File: config.mk
export PLATFORM = sky130hd
export DESIGN_NAME = pipeline_mem_wb_flat
export DESIGN_NICKNAME = d
export VERILOG_FILES = /design/src/rtl/pipeline_pkg.sv /design/src/rtl/pipeline_mem_wb_if.sv /design/src/rtl/pipeline_mem_wb_skid.sv /design/src/rtl/pipeline_mem_wb.sv /design/src/flat_wrapper.sv
export SDC_FILE = /design/constraint.sdc
export NUM_CORES = 1
export LEC_CHECK = 0
export BUFFER_PORTS_ARGS = -buffer_cell sky130_fd_sc_hd__buf_2
export CAP_MARGIN = 20
export CORE_MARGIN = 4
export CORE_UTILIZATION = 35
export CTS_CLUSTER_SIZE = 12
export DETAILED_ROUTE_END_ITERATION = 16
export GPL_TIMING_DRIVEN = 0
export SYNTH_ARGS = -nofsm -noshare
export SYNTH_HDL_FRONTEND = slang
export SYNTH_SLANG_ARGS = --single-unit
File: constraint.sdc
create_clock -name clk -period 2 [get_ports clk]
set_input_delay 0.2 -clock clk [delete_from_list [all_inputs] [get_ports clk]]
set_output_delay 0.2 -clock clk [all_outputs]
set_load 0.03 [all_outputs]
File: src/rtl/pipeline_pkg.sv
// pipeline_pkg: shared widths and MEM/WB payload layout for the pipeline stages.
package pipeline_pkg;
  localparam int DEF_DATA_W = 8;
  localparam int DEF_RA_W = 2;
  typedef struct packed {
    logic [DEF_DATA_W-1:0] dm;
    logic [DEF_DATA_W-1:0] alu_ea;
    logic [DEF_RA_W-1:0]   ra;
    logic                  wb_sel;
    logic                  reg_en;
  } memwb_payload_t;
  function automatic int payload_w(int dw, int rw);
    return 2 * dw + rw + 2;
  endfunction
endpackage

File: src/rtl/pipeline_mem_wb_if.sv
// pipeline_mem_wb_if: MEM/WB handshake and payload bundle; fwd_* exist only with MEMWB_FWD_EN.
interface pipeline_mem_wb_if #(
  parameter int DATA_W = pipeline_pkg::DEF_DATA_W,
  parameter int RA_W = pipeline_pkg::DEF_RA_W
);
  logic              in_valid;
  logic              in_ready;
  logic [DATA_W-1:0] dm;
  logic [DATA_W-1:0] alu_ea;
  logic [RA_W-1:0]   ra;
  logic              wb_sel;
  logic              reg_en;
  logic              flush;
  logic              out_valid;
  logic              out_ready;
  logic [DATA_W-1:0] dm_out;
  logic [DATA_W-1:0] alu_ea_out;
  logic [RA_W-1:0]   ra_out;
  logic              wb_sel_out;
  logic              reg_en_out;
`ifdef MEMWB_FWD_EN
  logic              fwd_valid;
  logic [RA_W-1:0]   fwd_addr;
  logic [DATA_W-1:0] fwd_data;
  modport master (
    output in_valid, dm, alu_ea, ra, wb_sel, reg_en, flush, out_ready,
    input  in_ready, out_valid, dm_out, alu_ea_out, ra_out, wb_sel_out, reg_en_out,
    input  fwd_valid, fwd_addr, fwd_data
  );
  modport slave (
    input  in_valid, dm, alu_ea, ra, wb_sel, reg_en, flush, out_ready,
    output in_ready, out_valid, dm_out, alu_ea_out, ra_out, wb_sel_out, reg_en_out,
    output fwd_valid, fwd_addr, fwd_data
  );
`else
  modport master (
    output in_valid, dm, alu_ea, ra, wb_sel, reg_en, flush, out_ready,
    input  in_ready, out_valid, dm_out, alu_ea_out, ra_out, wb_sel_out, reg_en_out
  );
  modport slave (
    input  in_valid, dm, alu_ea, ra, wb_sel, reg_en, flush, out_ready,
    output in_ready, out_valid, dm_out, alu_ea_out, ra_out, wb_sel_out, reg_en_out
  );
`endif
endinterface

File: src/rtl/pipeline_mem_wb_skid.sv
// skid_buffer: two-entry (main + skid) valid/ready register with flush; in_ready comes straight from a flop.
module skid_buffer #(
  parameter int W = 8
) (
  input  logic         clk,
  input  logic         rst,
  input  logic         flush_i,
  input  logic         in_valid_i,
  output logic         in_ready_o,
  input  logic [W-1:0] in_data_i,
  output logic         out_valid_o,
  input  logic         out_ready_i,
  output logic [W-1:0] out_data_o
);
  logic         m_valid_q, m_valid_d, s_valid_q, s_valid_d;
  logic [W-1:0] m_data_q, m_data_d, s_data_q, s_data_d;
  logic         accept, xfer;
  assign accept = in_valid_i && !s_valid_q;
  assign xfer = m_valid_q && out_ready_i;
  // M refills from S when full, else from the input when it is empty or draining
  always_comb begin
    m_valid_d = flush_i ? 1'b0 : (accept || s_valid_q || (m_valid_q && !xfer));
    s_valid_d = flush_i ? 1'b0 : ((accept && m_valid_q && !xfer) || (s_valid_q && !xfer));
    m_data_d = flush_i ? m_data_q
             : (s_valid_q && xfer) ? s_data_q
             : (accept && (!m_valid_q || xfer)) ? in_data_i : m_data_q;
    s_data_d = (!flush_i && accept && m_valid_q && !xfer) ? in_data_i : s_data_q;
  end
  always_ff @(posedge clk or posedge rst) begin
    if (rst) begin
      m_valid_q <= 1'b0;
      s_valid_q <= 1'b0;
      m_data_q <= '0;
      s_data_q <= '0;
    end else begin
      m_valid_q <= m_valid_d;
      s_valid_q <= s_valid_d;
      m_data_q <= m_data_d;
      s_data_q <= s_data_d;
    end
  end
  assign in_ready_o = !s_valid_q;
  assign out_valid_o = m_valid_q;
  assign out_data_o = m_data_q;
endmodule

File: src/rtl/pipeline_mem_wb.sv
// pipeline_mem_wb: MEM/WB stage with skid-buffered handshake and flush.
// Define MEMWB_FWD_EN to add the combinational resolved-result forwarding port.
module pipeline_mem_wb
  import pipeline_pkg::*;
#(
  parameter int DATA_W = DEF_DATA_W,
  parameter int RA_W = DEF_RA_W
) (
  input logic               clk,
  input logic               rst,
  pipeline_mem_wb_if.slave  bus
);
  localparam int PW = payload_w(DATA_W, RA_W);
  logic [PW-1:0] in_pl, out_pl;
  // field order matches memwb_payload_t
  assign in_pl = {bus.dm, bus.alu_ea, bus.ra, bus.wb_sel, bus.reg_en};
  skid_buffer #(.W(PW)) u_skid (
    .clk(clk),
    .rst(rst),
    .flush_i(bus.flush),
    .in_valid_i(bus.in_valid),
    .in_ready_o(bus.in_ready),
    .in_data_i(in_pl),
    .out_valid_o(bus.out_valid),
    .out_ready_i(bus.out_ready),
    .out_data_o(out_pl)
  );
  assign {bus.dm_out, bus.alu_ea_out, bus.ra_out, bus.wb_sel_out, bus.reg_en_out} = out_pl;
`ifdef MEMWB_FWD_EN
  assign bus.fwd_valid = bus.out_valid && bus.reg_en_out;
  assign bus.fwd_addr = bus.ra_out;
  assign bus.fwd_data = bus.wb_sel_out ? bus.dm_out : bus.alu_ea_out;
`endif
endmodule

File: src/flat_wrapper.sv
// flat-port wrapper written by rule: the top's interface ports become plain ports
module pipeline_mem_wb_flat import pipeline_pkg::*;
#(
  parameter int DATA_W = DEF_DATA_W,
  parameter int RA_W = DEF_RA_W
)
  (clk, rst, bus_in_valid, bus_dm, bus_alu_ea, bus_ra, bus_wb_sel, bus_reg_en, bus_flush, bus_out_ready, bus_in_ready, bus_out_valid, bus_dm_out, bus_alu_ea_out, bus_ra_out, bus_wb_sel_out, bus_reg_en_out);
  pipeline_mem_wb_if #(.DATA_W(DATA_W), .RA_W(RA_W)) bus_i ();
  input logic clk;
  input logic rst;
  input wire logic [$bits(bus_i.in_valid)-1:0] bus_in_valid;
  input wire logic [$bits(bus_i.dm)-1:0] bus_dm;
  input wire logic [$bits(bus_i.alu_ea)-1:0] bus_alu_ea;
  input wire logic [$bits(bus_i.ra)-1:0] bus_ra;
  input wire logic [$bits(bus_i.wb_sel)-1:0] bus_wb_sel;
  input wire logic [$bits(bus_i.reg_en)-1:0] bus_reg_en;
  input wire logic [$bits(bus_i.flush)-1:0] bus_flush;
  input wire logic [$bits(bus_i.out_ready)-1:0] bus_out_ready;
  output wire logic [$bits(bus_i.in_ready)-1:0] bus_in_ready;
  output wire logic [$bits(bus_i.out_valid)-1:0] bus_out_valid;
  output wire logic [$bits(bus_i.dm_out)-1:0] bus_dm_out;
  output wire logic [$bits(bus_i.alu_ea_out)-1:0] bus_alu_ea_out;
  output wire logic [$bits(bus_i.ra_out)-1:0] bus_ra_out;
  output wire logic [$bits(bus_i.wb_sel_out)-1:0] bus_wb_sel_out;
  output wire logic [$bits(bus_i.reg_en_out)-1:0] bus_reg_en_out;
  assign bus_i.in_valid = bus_in_valid;
  assign bus_i.dm = bus_dm;
  assign bus_i.alu_ea = bus_alu_ea;
  assign bus_i.ra = bus_ra;
  assign bus_i.wb_sel = bus_wb_sel;
  assign bus_i.reg_en = bus_reg_en;
  assign bus_i.flush = bus_flush;
  assign bus_i.out_ready = bus_out_ready;
  assign bus_in_ready = bus_i.in_ready;
  assign bus_out_valid = bus_i.out_valid;
  assign bus_dm_out = bus_i.dm_out;
  assign bus_alu_ea_out = bus_i.alu_ea_out;
  assign bus_ra_out = bus_i.ra_out;
  assign bus_wb_sel_out = bus_i.wb_sel_out;
  assign bus_reg_en_out = bus_i.reg_en_out;
  pipeline_mem_wb #(.DATA_W(DATA_W), .RA_W(RA_W)) u_core (.clk(clk), .rst(rst), .bus(bus_i));
endmodule
==> impl_results.md <==
- CTS Sinks: 42
- Max cap viols: 0
- First-pass GRT wire length: 6240 um
- Routed wl met2: 2000 um
- R2R Path Start: u_core.u_skid.out_valid_o$_DFF_PP0_
- Worst-Margin Slew: 0.861 ns
- Most common cell after layout, fill and taps aside: buf_2
- DR WL met3: 142 um
- Antenna-violating nets left: 0
- Clock root cell: clkbuf_8
- Max-Slew Margin vs Limit: 0.425
- P&R area growth vs syn: 20.4%
- Layout Cells excl Fill: 246
- Hold crit path type: in2async
- Commonest cells after routing, fill and taps aside: buf_2 (48), dfrtp_1 (42), mux2_4 (40), mux2_2 (20), clkbuf_8 (6)
- Maximum vdd drop: 0.000277 V
- Die area: 7050 um^2
- Dpl cells: 238
- Die Ht: 84.0 um
- Total Routing Usage GR: 0.112
- Minimum clock period: 1.70 ns
- Post-DR wirelength/cell: 15.6 um
- Number of port buffers: 46
- CP Capture Type: flip-flop
- DRT Wirelength: 3840 um
- Core box area: 5540 um^2
- Largest net degree at the start of global routing: 43
- CTS buffer count: 5
- Crit path kind: reg2reg
- RR Endpoint: u_core.u_skid.out_data_o[19]$_DFFE_PP0P_
- Endpoints failing setup: 0
- Period utilization: 0.848
- R2R depth: 4
- Die outline width: 84.0 um
- Highest Clock Rate: 589 MHz
- Boundary Pins: 47
- Dpl hpwl: 2790 um
- H-tree Lvls: 2
- Pwr per Cell Area: 999 nW/um^2
- R2R setup slack: 0.30 ns
- Met1 wire length: 1640 um
- CP Max Fanout: 10
- Starting Density: 0.365
- Sequential area share after synthesis: 0.520
- Startpoint Class: flip-flop
- Vias per cell: 4.63
- Core Util, Final: 0.439
- Initial antenna violation count: 0
- Clock transition at path regs: 0.08 ns
- Worst path arrival time: 1.87 ns
- ANT cells: 0
- Starting DRT DRC Count: 61
- Post-synthesis cell area: 2020 um^2
- Synth Area in Adders: 0
- Synth Area per Inst: 16.8 um^2
- Slew Limit Fails: 0
- P_leak: 1.21 nW
- Post-CTS Setup Repair Bufs: 0
- Critical Path RT: 2.18 ns
- Router iterations before antenna repair: 4
- Routability cong.: 0.679
- Max layer used: met4
- FILL cells: 527
- Layout Nets: 198
- Total power: 2.43 mW
- Share of layout cells above drive strength 1: 0.707
- Hold_buf cts: 0
- Post-Synth XOR/XNOR Area: 0
- Final TNS setup: 0 ns
- Synth Area in Compound Gates: 0.0180
- Vias: 1,138
- DRC violations left: 0
- #FFs+latches synth: 42
- GR Overflow Total: 0
- Status: complete, no violations
- Simple-gate portion of the synthesized area: 0.0204
- Final Hold Vio Count: 0
- Multiplexer share of the synthesized area: 0.409
- Unique cell type count in the Yosys netlist: 15
- Synth Net Count: 145
- Gate Count Post-Synth: 120
- Yosys warning total: 0
- Number of core rows: 27
- Vias in the first global route: 1,332
- Largest family of logic cells by synthesized area: multiplexers
- TritonCTS clock tree: built
- Clock Skews: 0.00373 ns
- Clock Tree Buf Depth: 2
- CTS-repair resized insts: 0
- Worst-Skew Late Latency: 0.29 ns
- Unrepaired setup endpoints after global routing: no
==> how the worst max path moves through the flow <==
stage                                        startpoint                                       end  slack (ns)  cells past startpoint
floorplan           u_core.u_skid.out_valid_o$_DFF_PP0_   u_core.u_skid.out_data_o[0]$_DFFE_PP0P_        0.26                      4
global placement                                    rst    u_core.u_skid.s_data_q[18]$_DFFE_PP0P_        0.34                      2
detailed placement  u_core.u_skid.out_valid_o$_DFF_PP0_  u_core.u_skid.out_data_o[19]$_DFFE_PP0P_        0.31                      4
CTS                 u_core.u_skid.out_valid_o$_DFF_PP0_  u_core.u_skid.out_data_o[19]$_DFFE_PP0P_        0.29                      4
global route          u_core.u_skid.s_valid_q$_DFF_PP0_     u_core.u_skid.s_data_q[2]$_DFFE_PP0P_        0.22                      3
finish              u_core.u_skid.out_valid_o$_DFF_PP0_  u_core.u_skid.out_data_o[19]$_DFFE_PP0P_        0.30                      4
==> where the power goes <==
| group | internal, mW | switching (mW) |
|---|---|---|
| clock network | 0.279 | 0.281 |
| logic | 0.344 | 0.354 |
| registers | 1.06 | 0.116 |
| total | 1.68 | 0.750 |
==> routing by layer <==
metal	vias up	global-route usage
li1	531	-
met1	579	0.126
met2	24	0.198
met3	4	0.0316
met4	0	0.0439
met5	-	0
==> per-stage QoR <==
step | cell area [um^2] | setup WS [ns] | hold slack, ns
finish | 2430 | 0.303 | 0.0885
floorplan | 2020 | 0.263 | 0.266
CTS | 2430 | 0.290 | 0.127
detailed placement | 2340 | 0.308 | 0.441
global placement | 2340 | 0.338 | 0.435
global route | 2430 | 0.218 | 0.143
==> registers in the layout (all words and copies together) (netlist names) <==
name	count
u_core.u_skid.out_data_o	20
u_core.u_skid.out_valid_o	1
u_core.u_skid.s_data_q	20
u_core.u_skid.s_valid_q	1
==> logic make-up (layout without fill, tap and decap cells) <==
| family | Yosys count | in the layout |
|---|---|---|
| AO/OA/AOI/OAI | 2 | 2 |
| buffers and inverters | 9 | 63 |
| flip-flops | 42 | 42 |
| multiplexers | 60 | 60 |
| AND/OR/NAND/NOR | 7 | 7 |
==> final cells by class <==
type	instances	area, um^2	share of cell area
Inverter	3	11.3	0.00463
Sequential cell	42	1050	0.432
Tap cell	72	90.1	0.0370
Buffer	6	55.1	0.0226
Clock buffer	7	86.3	0.0355
Timing Repair Buffer	46	230	0.0947
Multi-Input combinational cell	69	903	0.371
Clock inverter	1	5.00	0.00206
==> Yosys cell counts <==
cell,instances,area [um^2]
a221oi_1,1,8.76
nand3_2,1,10.0
nor3_1,1,5.00
dfrtp_1,42,1050
nand2_1,1,3.75
nor2b_1,1,6.26
a2111oi_4,1,27.5
nor2_1,1,3.75
nor4_1,1,6.26
mux2_4,40,601
nor2_2,1,6.26
inv_1,3,11.3
buf_2,2,10.0
buf_6,4,45.0
mux2_2,20,225
==> critical path, stage by stage, from the launching register on <==
cell       delay (ns)
dfrtp_1          0.44
nor2b_1          0.19
a2111oi_4        0.39
buf_6            0.24
mux2_4           0.32
(Power assumes the default switching activity.)
